$ cat config.mk
export PLATFORM = sky130hd
export DESIGN_NAME = d_debouncer
export DESIGN_NICKNAME = d
export VERILOG_FILES = /design/src/rtl/debounce_pkg.sv /design/src/rtl/sync_2ff.sv /design/src/rtl/d_debouncer.sv
export SDC_FILE = /design/constraint.sdc
export NUM_CORES = 1
export LEC_CHECK = 0
export ABC_AREA = 1
export BUFFER_PORTS_ARGS = -buffer_cell sky130_fd_sc_hd__buf_4
export CORE_AREA = 2 2 43 45
export CTS_BUF_LIST = sky130_fd_sc_hd__clkbuf_4 sky130_fd_sc_hd__clkbuf_8
export DETAILED_ROUTE_END_ITERATION = 12
export DIE_AREA = 0 0 45 47
export PLACE_DENSITY = 0.84
export SLEW_MARGIN = 40
export SYNTH_ARGS = -nofsm -noshare
export SYNTH_HDL_FRONTEND = slang
export SYNTH_SLANG_ARGS = --single-unit
export TNS_END_PERCENT = 10
$ cat constraint.sdc
create_clock -name clock -period 1.95 [get_ports clock]
set_input_delay 0.2925 -clock clock [delete_from_list [all_inputs] [get_ports clock]]
set_output_delay 0.2925 -clock clock [all_outputs]
set_load 0.005 [all_outputs]
$ cat src/rtl/debounce_pkg.sv
// Shared definitions for debounced input stages: FSM state encoding and default qualification length.
package debounce_pkg;

  typedef enum logic [1:0] {
    ST_STABLE_LO = 2'd0,
    ST_CHK_HI    = 2'd1,
    ST_STABLE_HI = 2'd2,
    ST_CHK_LO    = 2'd3
  } state_t;

  localparam int STABLE_CYCLES_DEFAULT = 4;

endpackage

$ cat src/rtl/sync_2ff.sv
// Two-flop synchronizer for a single asynchronous level, reset to 0.
// Latency: 2 cycles. No backpressure.
module sync_2ff (
  input  logic clock,
  input  logic reset_n,
  input  logic d,
  output logic q
);

  logic stage1;

  always_ff @(posedge clock or negedge reset_n) begin
    if (!reset_n) begin
      stage1 <= 1'b0;
      q      <= 1'b0;
    end else begin
      stage1 <= d;
      q      <= stage1;
    end
  end

endmodule

$ cat src/rtl/d_debouncer.sv
// Synchronizes and debounces a raw level; emits clean level, rise/fall strobes and a saturating glitch count.
// Latency: STABLE_CYCLES+2 edges from first raw sample to d_clean. No backpressure.
module d_debouncer
  import debounce_pkg::*;
#(
  parameter int STABLE_CYCLES = STABLE_CYCLES_DEFAULT,
  parameter int GLITCH_W      = 8
) (
  input  logic                clock,
  input  logic                reset_n,
  input  logic                d_raw,
  input  logic                enable,
  output logic                d_clean,
  output logic                rise,
  output logic                fall,
  output logic                busy,
  output logic [GLITCH_W-1:0] glitch_count
);

  localparam int             CW       = $clog2(STABLE_CYCLES);
  localparam logic [CW-1:0]  CNT_ONE  = CW'(1);
  localparam logic [CW-1:0]  CNT_LAST = CW'(STABLE_CYCLES - 1);

  logic          s;
  state_t        state;
  logic [CW-1:0] cnt;

  sync_2ff u_sync (
    .clock   (clock),
    .reset_n (reset_n),
    .d       (d_raw),
    .q       (s)
  );

  always_ff @(posedge clock or negedge reset_n) begin
    if (!reset_n) begin
      state        <= ST_STABLE_LO;
      cnt          <= '0;
      d_clean      <= 1'b0;
      rise         <= 1'b0;
      fall         <= 1'b0;
      busy         <= 1'b0;
      glitch_count <= '0;
    end else begin
      rise <= 1'b0;
      fall <= 1'b0;
      case (state)
        ST_STABLE_LO: begin
          if (s && enable) begin
            state <= ST_CHK_HI;
            cnt   <= CNT_ONE;
            busy  <= 1'b1;
          end
        end
        ST_CHK_HI: begin
          // Losing enable abandons the candidate silently; it is not a glitch.
          if (!enable) begin
            state <= ST_STABLE_LO;
            cnt   <= '0;
            busy  <= 1'b0;
          end else if (s) begin
            if (cnt == CNT_LAST) begin
              state   <= ST_STABLE_HI;
              cnt     <= '0;
              busy    <= 1'b0;
              d_clean <= 1'b1;
              rise    <= 1'b1;
            end else begin
              cnt <= cnt + 1'b1;
            end
          end else begin
            state <= ST_STABLE_LO;
            cnt   <= '0;
            busy  <= 1'b0;
            if (glitch_count != '1) glitch_count <= glitch_count + 1'b1;
          end
        end
        ST_STABLE_HI: begin
          if (!s && enable) begin
            state <= ST_CHK_LO;
            cnt   <= CNT_ONE;
            busy  <= 1'b1;
          end
        end
        ST_CHK_LO: begin
          if (!enable) begin
            state <= ST_STABLE_HI;
            cnt   <= '0;
            busy  <= 1'b0;
          end else if (!s) begin
            if (cnt == CNT_LAST) begin
              state   <= ST_STABLE_LO;
              cnt     <= '0;
              busy    <= 1'b0;
              d_clean <= 1'b0;
              fall    <= 1'b1;
            end else begin
              cnt <= cnt + 1'b1;
            end
          end else begin
            state <= ST_STABLE_HI;
            cnt   <= '0;
            busy  <= 1'b0;
            if (glitch_count != '1) glitch_count <= glitch_count + 1'b1;
          end
        end
        default: begin
          state <= ST_STABLE_LO;
          cnt   <= '0;
          busy  <= 1'b0;
        end
      endcase
    end
  end

endmodule
==> Word-level counts from Yosys, hierarchy flattened <==
Index checks and enable logic that the tools add are counted.
{ "op_classes": {"add_sub_neg": 2, "eq_ne": 17, "muxes": 44, "reduce_logical": 9} }
{ "op_table": {"columns": ["operator", "count"], "rows": [
  ["8-bit 2-to-1 mux", 5],
  ["2-bit 2-to-1 mux", 14],
  ["1-bit 2-to-1 mux", 20],
  ["2-bit inequality test (second input constant)", 8],
  ["2-bit case mux with 4 select lines", 2],
  ["8-bit case mux with 2 select lines", 1],
  ["8-bit by 1-bit adder with 8-bit output (second input constant)", 1],
  ["8-bit inequality test (second input constant)", 1],
  ["7-bit AND reduction", 1],
  ["2-bit == test (second input constant)", 3],
  ["5-bit AND reduction", 1],
  ["2-bit by 1-bit inequality test with 1-bit output (second input constant)", 2],
  ["4-bit by 3-bit inequality test with 1-bit output (second input constant)", 1],
  ["4-bit inequality test (second input constant)", 1],
  ["1-bit case mux with 4 select lines", 1],
  ["4-bit AND reduction", 1],
  ["2-bit by 1-bit adder with 2-bit output (second input constant)", 1],
  ["2-bit by 1-bit == test with 1-bit output (second input constant)", 1],
  ["1-bit logical AND", 2],
  ["2-bit logical NOT", 1],
  ["1-bit case mux with 2 select lines", 1],
  ["2-bit AND reduction", 1],
  ["2-bit nonzero test", 1],
  ["1-bit logical NOT", 1]
]} }
{ "word_totals": {"regBits": 18, "inputBits": 4, "out_inout_bits": 12, "elab_cells": 81} }

==> Depth between registers and ports, before layout <==
Gate-level depths: netlist of run 1.
{ "logic_depth": {"depth_word": 5, "mapped_depth": 8, "mapped_depth_nobuf": 8} }

==> By module <==
Synthesis of run 1 repeated with hierarchy kept, for this count alone.
{ "unflattened": {"hier_cells": 145, "area_unflattened_um2": 1056.0} }
{ "by_module_without_submodules": {"columns": ["mod", "n_inst", "cells_per_inst", "area_per_inst_um2", "seq_area_each_um2"], "rows": [
  ["d_debouncer", 1, 143, 1006.0, 400.4],
  ["sync_2ff", 1, 2, 50.0, 50.0]
]} }

==> Worst setup path after synthesis of run 1 <==
OpenSTA, ideal clock, no wires.
{ "synth_path": {"kind": "register -> register", "startpoint": "reg glitch_count[0]", "endpoint": "reg glitch_count[0]", "setup_time_ns": 0.065, "arrival_time_ns": 1.190, "required_ns": 1.885, "slack_ns": 0.695, "stages_incl_launch_ff": 9, "n_path_buf": 0, "period_less_slack_ns": 1.255, "path_cell_list": "dfrtp_1 > ha_1 > nand2_1 > nor2_2 > nand2_1 > nand2_1 > nor2_4 > nand2_1 > nand2_1"} }
{ "synth_via": {"elab_chain_cells": 5, "elab_cells_between_ends": 8, "classes_between": "add/sub (1); eq/ne (1); mux (6)"} }
{ "synth_lines": {"columns": ["element", "line", "text"], "rows": [
  ["start, declared", "d_debouncer.sv:17", "output logic [GLITCH_W-1:0] glitch_count"],
  ["start signal, assigned", "d_debouncer.sv:75", "if (glitch_count != '1) glitch_count <= glitch_count + 1'b1;"],
  ["start signal, assigned", "d_debouncer.sv:104", "if (glitch_count != '1) glitch_count <= glitch_count + 1'b1;"],
  ["8-bit by 1-bit adder with 8-bit output or 8-bit inequality test (tied branches)", "d_debouncer.sv:75, d_debouncer.sv:104", null],
  ["8-bit 2-to-1 mux *", "d_debouncer.sv:75, d_debouncer.sv:104", null],
  ["8-bit 2-to-1 mux (on tied branches)", "d_debouncer.sv:90, d_debouncer.sv:61", null],
  ["8-bit 2-to-1 mux (on tied branches)", "d_debouncer.sv:86, d_debouncer.sv:57", null],
  ["8-bit case mux with 2 select lines *", "d_debouncer.sv:47", "case (state)"]
]} }
Mark *: on every way between the ends. The rest lies on a longest branch, timed or not. The select of a mux whose other input is x is not followed.
A chain may end at the register's enable or synchronous reset.

==> Worst setup path after layout of run 1 <==
{ "layout_path": {"startpoint": "reg glitch_count[0]", "endpoint": "reg glitch_count[1]"} }
The elaborated chain is that of the path after synthesis.

==> results of run 1 <==
## registers in the layout, indices dropped and copies added, names as in the netlist
register / cells
state: 2
d_clean: 1
glitch_count: 8
fall: 1
rise: 1
busy: 1
u_sync.q: 1
cnt: 2
u_sync.stage1: 1
## report_power, final
group / internal (mW) / switching [mW]
Clock: 0.0718 / 0.112
Combinational: 0.169 / 0.195
Sequential: 0.451 / 0.0954
## cells by family (layout without fill, tap and decap cells)
logic type	Yosys count	count (layout)	synth area share, %
xor gates and xnor gates	3	3	2.79
DFF	18	18	47.7
AOI/OAI and AO/OA	9	9	5.04
and+or+nand+nor	72	72	33.6
adders and majority gates	3	3	3.98
buffers and inverters	16	34	6.90
## layer usage
metal  vias to the layer above  GRT usage (%)  part of all wire (%)
met5                         -              0                     0
met4                         0           10.6                   1.4
met3                         4           2.31                   3.7
met2                        16           29.1                    47
met1                       356           25.1                    48
li1                        407              -                     -
## final cells by class
cell class / count / area (sq um) / share of cell area [%]
Clock buffer: 3 / 22.5 / 2.04
Inverter: 15 / 57.6 / 5.22
Multi-Input combinational cell: 87 / 428 / 38.8
Sequential cell: 18 / 450 / 40.9
Tap cell: 17 / 21.3 / 1.93
Timing Repair Buffer: 16 / 123 / 11.1
## through the flow
step,setup WS (ns),util [%],area (sq um)
CTS,0.517,66.7,1100
detailed placement,0.560,64.8,1070
global route,0.414,66.7,1100
floorplan,0.695,-,943
global placement,0.639,64.8,1070
finish,0.541,66.7,1100
## cells in the final DEF, fill, tap and decap left out, drive strengths merged
master,n
nor2,10
nand2,53
a21oi,1
nand3,5
dfrtp,18
inv,14
o21ai,7
clkinv,1
and2,1
buf,15
nand3b,1
xor2,3
o21bai,1
ha,3
dlygate4sd3,1
clkbuf,3
nor3,2
## worst max-delay path: stages (launching register included)
cell and delay (ns):
dfrtp_1 0.43, ha_1 0.25, nand2_1 0.09, nor2_2 0.04, nand2_1 0.10, nand2_1 0.10, nor2_4 0.18, nand2_1 0.08
nand2_1 0.08
## final timing paths
kind | start | endpoint | slack, ns | cells after the start
hold / removal | d_raw | u_sync.stage1$_DFF_PN0_ | 0.11 | 1
max in group asynchronous | reset_n | cnt[1]$_DFFE_PN0P_ | 1.36 | 2
setup reg to reg | glitch_count[0]$_DFFE_PN0P_ | glitch_count[1]$_DFFE_PN0P_ | 0.54 | 8
min in group asynchronous | reset_n | glitch_count[6]$_DFFE_PN0P_ | 0.40 | 2
hold reg to reg | u_sync.stage1$_DFF_PN0_ | u_sync.q$_DFF_PN0_ | 0.37 | 0
setup / recovery | glitch_count[0]$_DFFE_PN0P_ | glitch_count[1]$_DFFE_PN0P_ | 0.54 | 8
==> impl_metrics.csv, run 1 <==
group,metric,value,unit
run_status,status,"finished clean",
worst_setup_path,cp-end-kind,"flip-flop",
hold_path,worstHoldPathType,"in2reg",
synth,ys_seq_elements,18,
place,placement.io_buffers,15,
timing,tightestPinTransition,0.324,ns
synth,synth.distinct_cells,21,
job,cap_violations,0,
timing,min_period_over_period,72.3,%
timing,timing.setup.tns,0,ns
worst_setup_path,start_kind,"flip-flop",
synth,ys.flop_type,"dfrtp_1",
synth,synth-warning-count,0,
global_routing,globalRouteTotalUtil,18.6,%
synth,synth_sequential_area_ratio,47.7,%
drt,drcViolationCount,0,
floorplan,io_pins,16,
drt,viasPerCell,5.02,
drt,drt-wirelength-per-cell,11.2,um
synth,synth_top_cell_by_area,"dfrtp_1",
clock_network,clkSinkCount,18,
timing,timing.final.setup_violations,0,
clock_network,clock_tree.buffer_depth,2,
drt,firstDrtPassIters,4,
synth,ys_top_cells_by_count,"48 x nand2_1, 18 x dfrtp_1, 12 x inv_1",
worst_setup_path,critPathRequiredTime,2.18,ns
finish,final_standard_cell_count_with_taps_included_and_fillers_excluded,156,
clock_network,cts-hold-fix-buffers,1,
power_and_ir_drop,p_leak,0.599,nW
place,dpl.cell_count,152,
drt,postRouteWirelength,1.75,mm
synth,ys_async_sr_fraction,100,%
floorplan,die_outline_area,2120,sq um
finish,fillers,143,
synth,post_synth_instance_area,943,sq um
worst_setup_path,critical_path_peak_fanout,8,
finish,final_layout_size_suffix_gt1_share,22.3,%
global_routing,grt_first_pass_wirelength,2.82,mm
clock_network,cts_setup_buffers,0,
drt,drt_iter0_drcs,8,
timing,unrepaired_setup_endpoints_after_global_routing,"no",
timing,slew_violations,0,
timing,timing_hold_violations_final,0,
synth,synth_largest_type_area_fraction,47.7,%
synth,synthMostInstantiatedCell,"nand2_1",
floorplan,floorplan.initialDensity,57.1,%
worst_setup_path,critical_path_class,"reg2reg",
finish,final_nets,148,
place,place_congestion,0.844,
clock_network,clkSlewWorstSetupHoldPaths,0.10,ns
timing,fmaxAchievable,710,MHz
power_and_ir_drop,irDropWorstVdd,0.000604,V
global_routing,maximum_number_of_pins_on_one_net_before_global_route_repair,19,
finish,syn_to_layout_area_delta,16.8,%
synth,postSynthAreaPerCell,7.80,sq um
synth,post_synth_inst_count,121,
clock_network,htreeDepth,1,
drt,antenna_left,0,
synth,yosys-top-cells-area,"dfrtp_1 48%, nand2_1 19%, inv_1 4.8%, ha_1 4.0%, nand2_2 3.3%",
timing,worst_clock_skew,0.00434,ns
place,place.detailed.hpwl,1.26,mm
global_routing,grt_overflow,0,
clock_network,cts_tree,"yes",
global_routing,first_global_vias,687,
clock_network,clock_latency,0.29,ns
synth,synth-edff-count,0,
timing,hold_ws,0.107,ns
power_and_ir_drop,powerDensity,993,nW/um^2
timing,final.min_clock_period,1.41,ns
global_routing,antenna_found_initial,0,
floorplan,die-height,47,um
timing,timing.max_slew.rel_slack,78.4,%
synth,syn_nets,128,
power_and_ir_drop,power.total,1.09,mW
floorplan,placeable_core_area,1650,sq um
clock_network,clock-root-buffer,"clkbuf_4",
drt,via_count,783,
worst_setup_path,timing.critical_path.arrival,1.64,ns
clock_network,cts_made_buffers,3,
finish,insertedDiodeCount,0,
clock_network,post_cts_resized,0,
floorplan,fp-row-count,15,
floorplan,floorplan.die.width,45,um
(Power assumes the default switching activity.)
==> run 2, diff against run 1 <==
CORE_AREA = 2 2 44 46   (was 2 2 43 45)
DIE_AREA = 0 0 46 48   (was 0 0 45 47)
PLACE_DENSITY = 0.81   (was 0.84)
clock period = 1.4 ns   (was 1.95 ns; I/O delays follow)
==> run 2 against run 1 <==
Against the previous run:
- sequential share of layout area fell by 1.1 points
- count of clock-buffer cells in the layout did not move
- global-route usage barely moved
- fmax rose by 5.3%
- via count rose by 4.1%
- sequential power rose by 39%
- clock skew rose by 0.00078 ns
- sequential cell count did not move
- highest routed layer unchanged
- critical path type unchanged
- critical endpoint unchanged
- die area rose by 4.4%
- largest power group unchanged
- largest cell class unchanged
- critical path depth did not move
- hold slack got worse by 0.090 ns
==> impl_metrics.csv, run 2 (synthesized netlist as in run 1, its figures left out) <==
group,metric,value,unit
finish,final_layout_size_suffix_gt1_share,24.8,%
drt,drt-wirelength-per-cell,11.6,um
drt,drcViolationCount,0,
finish,final_cell_mix,"47 x nand2_1, 18 x dfrtp_1, 17 x buf_4",
worst_setup_path,path_delay_family,"simple AND/OR/NAND/NOR gates",
worst_setup_path,crit-reg2reg-capture,"glitch_count[1]$_DFFE_PN0P_",
worst_setup_path,cp_num_buf_inv,0,
clock_network,clock-root-buffer,"clkbuf_4",
drt,antenna_left,0,
clock_network,clock_latency,0.30,ns
clock_network,cts_made_buffers,3,
global_routing,antenna_found_initial,0,
drt,viasPerCell,5.16,
hold_path,min_path_cells,1,
hold_path,worstHoldPathType,"in2reg",
finish,flip_flop_count_of_the_largest_register_all_copies_and_words_added,8,
timing,slew_violations,0,
drt,postRouteWirelength,1.83,mm
worst_setup_path,timing.critical_path.arrival,1.58,ns
worst_setup_path,critical_path_cell_count,8,
timing,worst_slack,0.0613,ns
floorplan,fp-row-count,15,
drt,drt_iter0_drcs,16,
worst_setup_path,critical-path-max-stage-delay,0.44,ns
worst_setup_path,cp-end-kind,"flip-flop",
worst_setup_path,timing.critical_path.cells,"ha_4, nand2_1, nor2_2, nand2_1, nand2_2, nor2_4, nand2_1, nand2_1",
clock_network,htreeDepth,1,
run_status,status,"finished clean",
worst_setup_path,start_kind,"flip-flop",
job,cap_violations,0,
clock_network,cts_tree,"yes",
worst_setup_path,critPathRequiredTime,1.64,ns
worst_setup_path,crit_path_end,"glitch_count[1]$_DFFE_PN0P_",
place,placement.io_buffers,15,
floorplan,die_outline_area,2210,sq um
timing,fmaxAchievable,747,MHz
place,detailedPlace.worstSlack,0.0760,ns
drt,firstDrtPassIters,4,
power_and_ir_drop,irDropWorstVdd,0.00101,V
power_and_ir_drop,p_leak,0.609,nW
worst_setup_path,timing.critical_path.mode_cell,"nand2_1",
finish,biggestRegsByFlops,"glitch_count x8, cnt x2, state x2",
floorplan,io_pins,16,
global_routing,grt_overflow,0,
timing,tightestPinTransition,0.311,ns
clock_network,clkSlewWorstSetupHoldPaths,0.10,ns
drt,via_count,815,
worst_setup_path,r2r_worst_path_depth,8,
power_and_ir_drop,powerDensity,1430,nW/um^2
global_routing,globalRouteTotalUtil,18.6,%
finish,syn_to_layout_area_delta,20.0,%
place,place_congestion,0.811,
timing,timing.setup.tns,0,ns
timing,final.min_clock_period,1.34,ns
timing,min_period_over_period,95.6,%
timing,timing.max_slew.rel_slack,79.3,%
worst_setup_path,critical_path_peak_fanout,8,
worst_setup_path,critPathSlowestCell,"dfrtp_1",
worst_setup_path,crit_start,"glitch_count[1]$_DFFE_PN0P_",
global_routing,maximum_number_of_pins_on_one_net_before_global_route_repair,19,
place,place.detailed.hpwl,1.29,mm
timing,timing.final.setup_violations,0,
clock_network,clkSinkCount,18,
floorplan,die-height,48,um
hold_path,min-delay-start,"d_raw",
timing,timing_hold_violations_final,0,
finish,final_nets,150,
finish,fillers,153,
floorplan,floorplan.die.width,46,um
timing,worst_clock_skew,0.00512,ns
worst_setup_path,regToRegStartpoint,"glitch_count[1]$_DFFE_PN0P_",
floorplan,placeable_core_area,1690,sq um
worst_setup_path,critical_path_class,"reg2reg",
floorplan,floorplan.initialDensity,55.9,%
global_routing,first_global_vias,687,
worst_setup_path,timing.reg2reg.setup_slack,0.06,ns
global_routing,grt_first_pass_wirelength,2.87,mm
finish,layout_commonest_cell,"nand2_1",
clock_network,clock_tree.buffer_depth,2,
finish,largest_register,"glitch_count",
finish,insertedDiodeCount,0,
run 2: cell type report:
class | instances | area (sq um) | area share, %
sequential | 18 | 450 | 39.8
multi-input combinational | 87 | 443 | 39.1
timing repair buffer | 18 | 138 | 12.2
inverter | 15 | 57.6 | 5.08
clock buffer | 3 | 22.5 | 1.99
tap | 17 | 21.3 | 1.88
run 2: power by group:
part | switching [mW] | internal [mW] | leakage (nW)
combinational | 0.310 | 0.291 | 0.370
clock | 0.159 | 0.100 | 0.0138
sequential | 0.132 | 0.628 | 0.226
run 2: worst min path at each step:
stage | slack, ns | to
2_1_floorplan | -0.09 | busy$_DFFE_PN0P_
3_3_place_gp | 0.09 | fall$_DFF_PN0_
3_5_place_dp | 0.09 | fall$_DFF_PN0_
4_1_cts | 0.009 | u_sync.stage1$_DFF_PN0_
5_1_grt | 0.0004 | u_sync.stage1$_DFF_PN0_
6_report | 0.02 | u_sync.stage1$_DFF_PN0_
run 2: worst reg2reg max path, stage by stage, from the launching register on:
cell and delay, ns:
dfrtp_1 0.44, ha_4 0.19, nand2_1 0.08, nor2_2 0.05
nand2_1 0.10, nand2_2 0.07, nor2_4 0.20, nand2_1 0.08
nand2_1 0.07
run 2: metrics by stage:
stage                     util, %  cells  area (sq um)  hold slack [ns]  power (mW)
final                        67.0    158          1130           0.0167        1.62
after global routing         67.0    158          1130         0.000397        1.74
after CTS                    65.7    157          1110          0.00868        1.57
after detailed placement     63.8    153          1080           0.0919        1.30
after global placement       63.8    153          1080           0.0887        1.27
after floorplan                 -    121           943          -0.0856        1.07
run 2: per-layer routing:
layer / GRT usage, % / up-vias / routed length (um)
met5: 0 / - / 0
met4: 8.00 / 0 / 40
met3: 5.28 / 6 / 95
met2: 29.2 / 31 / 885
met1: 24.2 / 367 / 809
li1: - / 411 / -
run 2: repair_timing:
action | 4_1_cts | 5_1_grt
setup buffers | 0 | 1
gates resized for setup | 0 | 3
hold buffers | 1 | 0
setup endpoints to repair | 0 | 8
hold endpoints to repair | 18 | 0
==> run 3, diff against run 2 <==
--- a/config.mk
+++ b/config.mk
@@ -8,8 +8,10 @@
 export ABC_AREA = 1
 export BUFFER_PORTS_ARGS = -buffer_cell sky130_fd_sc_hd__buf_4
+export CAP_MARGIN = 20
 export CORE_AREA = 2 2 44 46
 export CTS_BUF_LIST = sky130_fd_sc_hd__clkbuf_4 sky130_fd_sc_hd__clkbuf_8
 export DETAILED_ROUTE_END_ITERATION = 12
 export DIE_AREA = 0 0 46 48
+export MAX_ROUTING_LAYER = met4
 export PLACE_DENSITY = 0.81
 export SLEW_MARGIN = 40
==> constraint.sdc (replaced) <==
create_clock -name clock -period 1.4 [get_ports clock]
set_input_delay 0.21 -clock clock [delete_from_list [all_inputs] [get_ports clock]]
set_output_delay 0.21 -clock clock [all_outputs]
set_load 0.05 [all_outputs]
==> run 3 against run 2 <==
Against the previous run:
- sequential power grew 2%
- combinational power up 32%
- sequential share of layout area up 0.31 points
- register-to-register slack gained 0.03 ns
- highest routed layer unchanged
- count of clock-buffer cells in the layout increased by 1
- final cell count decreased by 0.63%
==> impl_metrics.csv, run 3 (synthesized netlist as in run 1, its figures left out) <==
group,metric,value,unit
run_status,status,"finished clean",
worst_setup_path,timing.reg2reg.setup_slack,0.09,ns
timing,unrepaired_setup_endpoints_after_global_routing,"no",
clock_network,clock_tree.buffer_depth,2,
place,placement.io_buffers,15,
timing,worst_clock_skew,0.00167,ns
drt,viasPerCell,5.15,
drt,drt-wirelength-per-cell,11.0,um
drt,antenna_left,0,
clock_network,clkSlewWorstSetupHoldPaths,0.10,ns
floorplan,floorplan.initialDensity,55.9,%
timing,min_period_over_period,93.3,%
finish,syn_to_layout_area_delta,19.8,%
hold_path,worstHoldPathType,"in2reg",
worst_setup_path,critical_path_class,"reg2reg",
finish,flip_flop_count_of_the_largest_register_all_copies_and_words_added,8,
finish,final_nets,148,
drt,via_count,809,
floorplan,die_outline_area,2210,sq um
worst_setup_path,critical_path_peak_fanout,8,
floorplan,die-height,48,um
floorplan,floorplan.die.width,46,um
place,place_congestion,0.823,
global_routing,grt_first_pass_wirelength,2.84,mm
finish,multi_input_comb_area,445,sq um
timing,fmaxAchievable,766,MHz
job,cap_violations,0,
place,place.detailed.hpwl,1.29,mm
clock_network,cts_made_buffers,3,
clock_network,clock-root-buffer,"clkbuf_4",
timing,final.min_clock_period,1.31,ns
finish,biggestRegsByFlops,"glitch_count x8, cnt x2, state x2",
clock_network,cts_tree,"yes",
timing,slew_violations,0,
clock_network,clock_latency,0.28,ns
finish,register_area,453,sq um
power_and_ir_drop,irDropWorstVdd,0.000866,V
global_routing,grt_overflow,0,
timing,timing.final.setup_violations,0,
timing,timing_hold_violations_final,0,
finish,final_layout_size_suffix_gt1_share,26.4,%
floorplan,io_pins,16,
worst_setup_path,start_kind,"flip-flop",
drt,postRouteWirelength,1.73,mm
global_routing,globalRouteTotalUtil,18.7,%
worst_setup_path,critPathRequiredTime,1.63,ns
floorplan,placeable_core_area,1690,sq um
global_routing,maximum_number_of_pins_on_one_net_before_global_route_repair,19,
worst_setup_path,cp-end-kind,"flip-flop",
power_and_ir_drop,powerDensity,1640,nW/um^2
global_routing,antenna_found_initial,0,
drt,drcViolationCount,0,
finish,final_cell_mix,"46 x nand2_1, 16 x dfrtp_1, 15 x buf_4",
timing,timing.setup.tns,0,ns
finish,fillers,145,
drt,drt_iter0_drcs,25,
power_and_ir_drop,p_leak,0.603,nW
clock_network,clkSinkCount,18,
timing,timing.max_slew.rel_slack,79.8,%
finish,largest_register,"glitch_count",
finish,layout_commonest_cell,"nand2_1",
worst_setup_path,timing.critical_path.arrival,1.54,ns
timing,tightestPinTransition,0.303,ns
power_and_ir_drop,power.total,1.85,mW
global_routing,first_global_vias,720,
clock_network,htreeDepth,1,
drt,firstDrtPassIters,4,
finish,insertedDiodeCount,0,
floorplan,fp-row-count,15,
-- run 3: changes by cell type in the layout (fill, tap and decap cells not counted), sizes merged --
cell / previous run / this run
clkbuf: 3 / 4
buf: 17 / 15
-- run 3: per-layer routing --
metal / global-route usage [%] / up-vias / wire length, um
li1: - / 408 / -
met1: 21.3 / 375 / 777
met2: 31.9 / 24 / 856
met3: 3.40 / 2 / 85
met4: 8.00 / 0 / 11
met5: - / - / 0
-- run 3: cell type report --
cell class	instances	share of cell area [%]
flip-flops and latches	18	40.1
multi-input cells	87	39.4
repair buffers	16	10.9
inverters	15	5.09
clock buffers	4	2.66
well taps	17	1.88
-- run 3: path summary, 6_finish.rpt --
check                                         endpoint                         from  cells past startpoint
min in group asynchronous  glitch_count[6]$_DFFE_PN0P_                      reset_n                      2
hold reg to reg                     u_sync.q$_DFF_PN0_      u_sync.stage1$_DFF_PN0_                      0
setup reg to reg           glitch_count[4]$_DFFE_PN0P_  glitch_count[0]$_DFFE_PN0P_                      8
hold / removal                 u_sync.stage1$_DFF_PN0_                        d_raw                      1
max in group asynchronous  glitch_count[0]$_DFFE_PN0P_                      reset_n                      2
setup / recovery           glitch_count[4]$_DFFE_PN0P_  glitch_count[0]$_DFFE_PN0P_                      8
-- run 3: power breakdown --
part	total [mW]	switching (mW)	internal, mW
Clock	0.287	0.157	0.130
Combinational	0.795	0.536	0.258
Sequential	0.773	0.140	0.634
Total	1.85	0.833	1.02
-- run 3: per-stage QoR --
stage | utilization, % | setup WS (ns) | instances | hold WS (ns) | instance area (sq um)
after floorplan | - | 0.0169 | 121 | -0.0856 | 958
after global placement | 64.2 | 0.136 | 152 | 0.0884 | 1080
after detailed placement | 64.2 | 0.0906 | 152 | 0.0924 | 1080
after CTS | 66.6 | 0.0614 | 157 | 0.0109 | 1120
after global routing | 66.9 | 0.00470 | 157 | 0.00230 | 1130
final | 66.9 | 0.0941 | 157 | 0.0245 | 1130
-- run 3: timing repair --
item                                    in CTS  in global routing
endpoints found under the setup margin       0                  5
buffers inserted                             0                  0
endpoints found under the hold margin       18                  0
hold buffers                                 1                  0
gates resized for setup                      0                  2
-- run 3: critical path: stages, from the launching register on --
cell and delay (ns):
dfrtp_2 0.46, ha_4 0.18, nand2_1 0.07, nor2_2 0.05, nand2_2 0.08, nand2_2 0.06
nor2_4 0.20, nand2_1 0.08, nand2_1 0.07
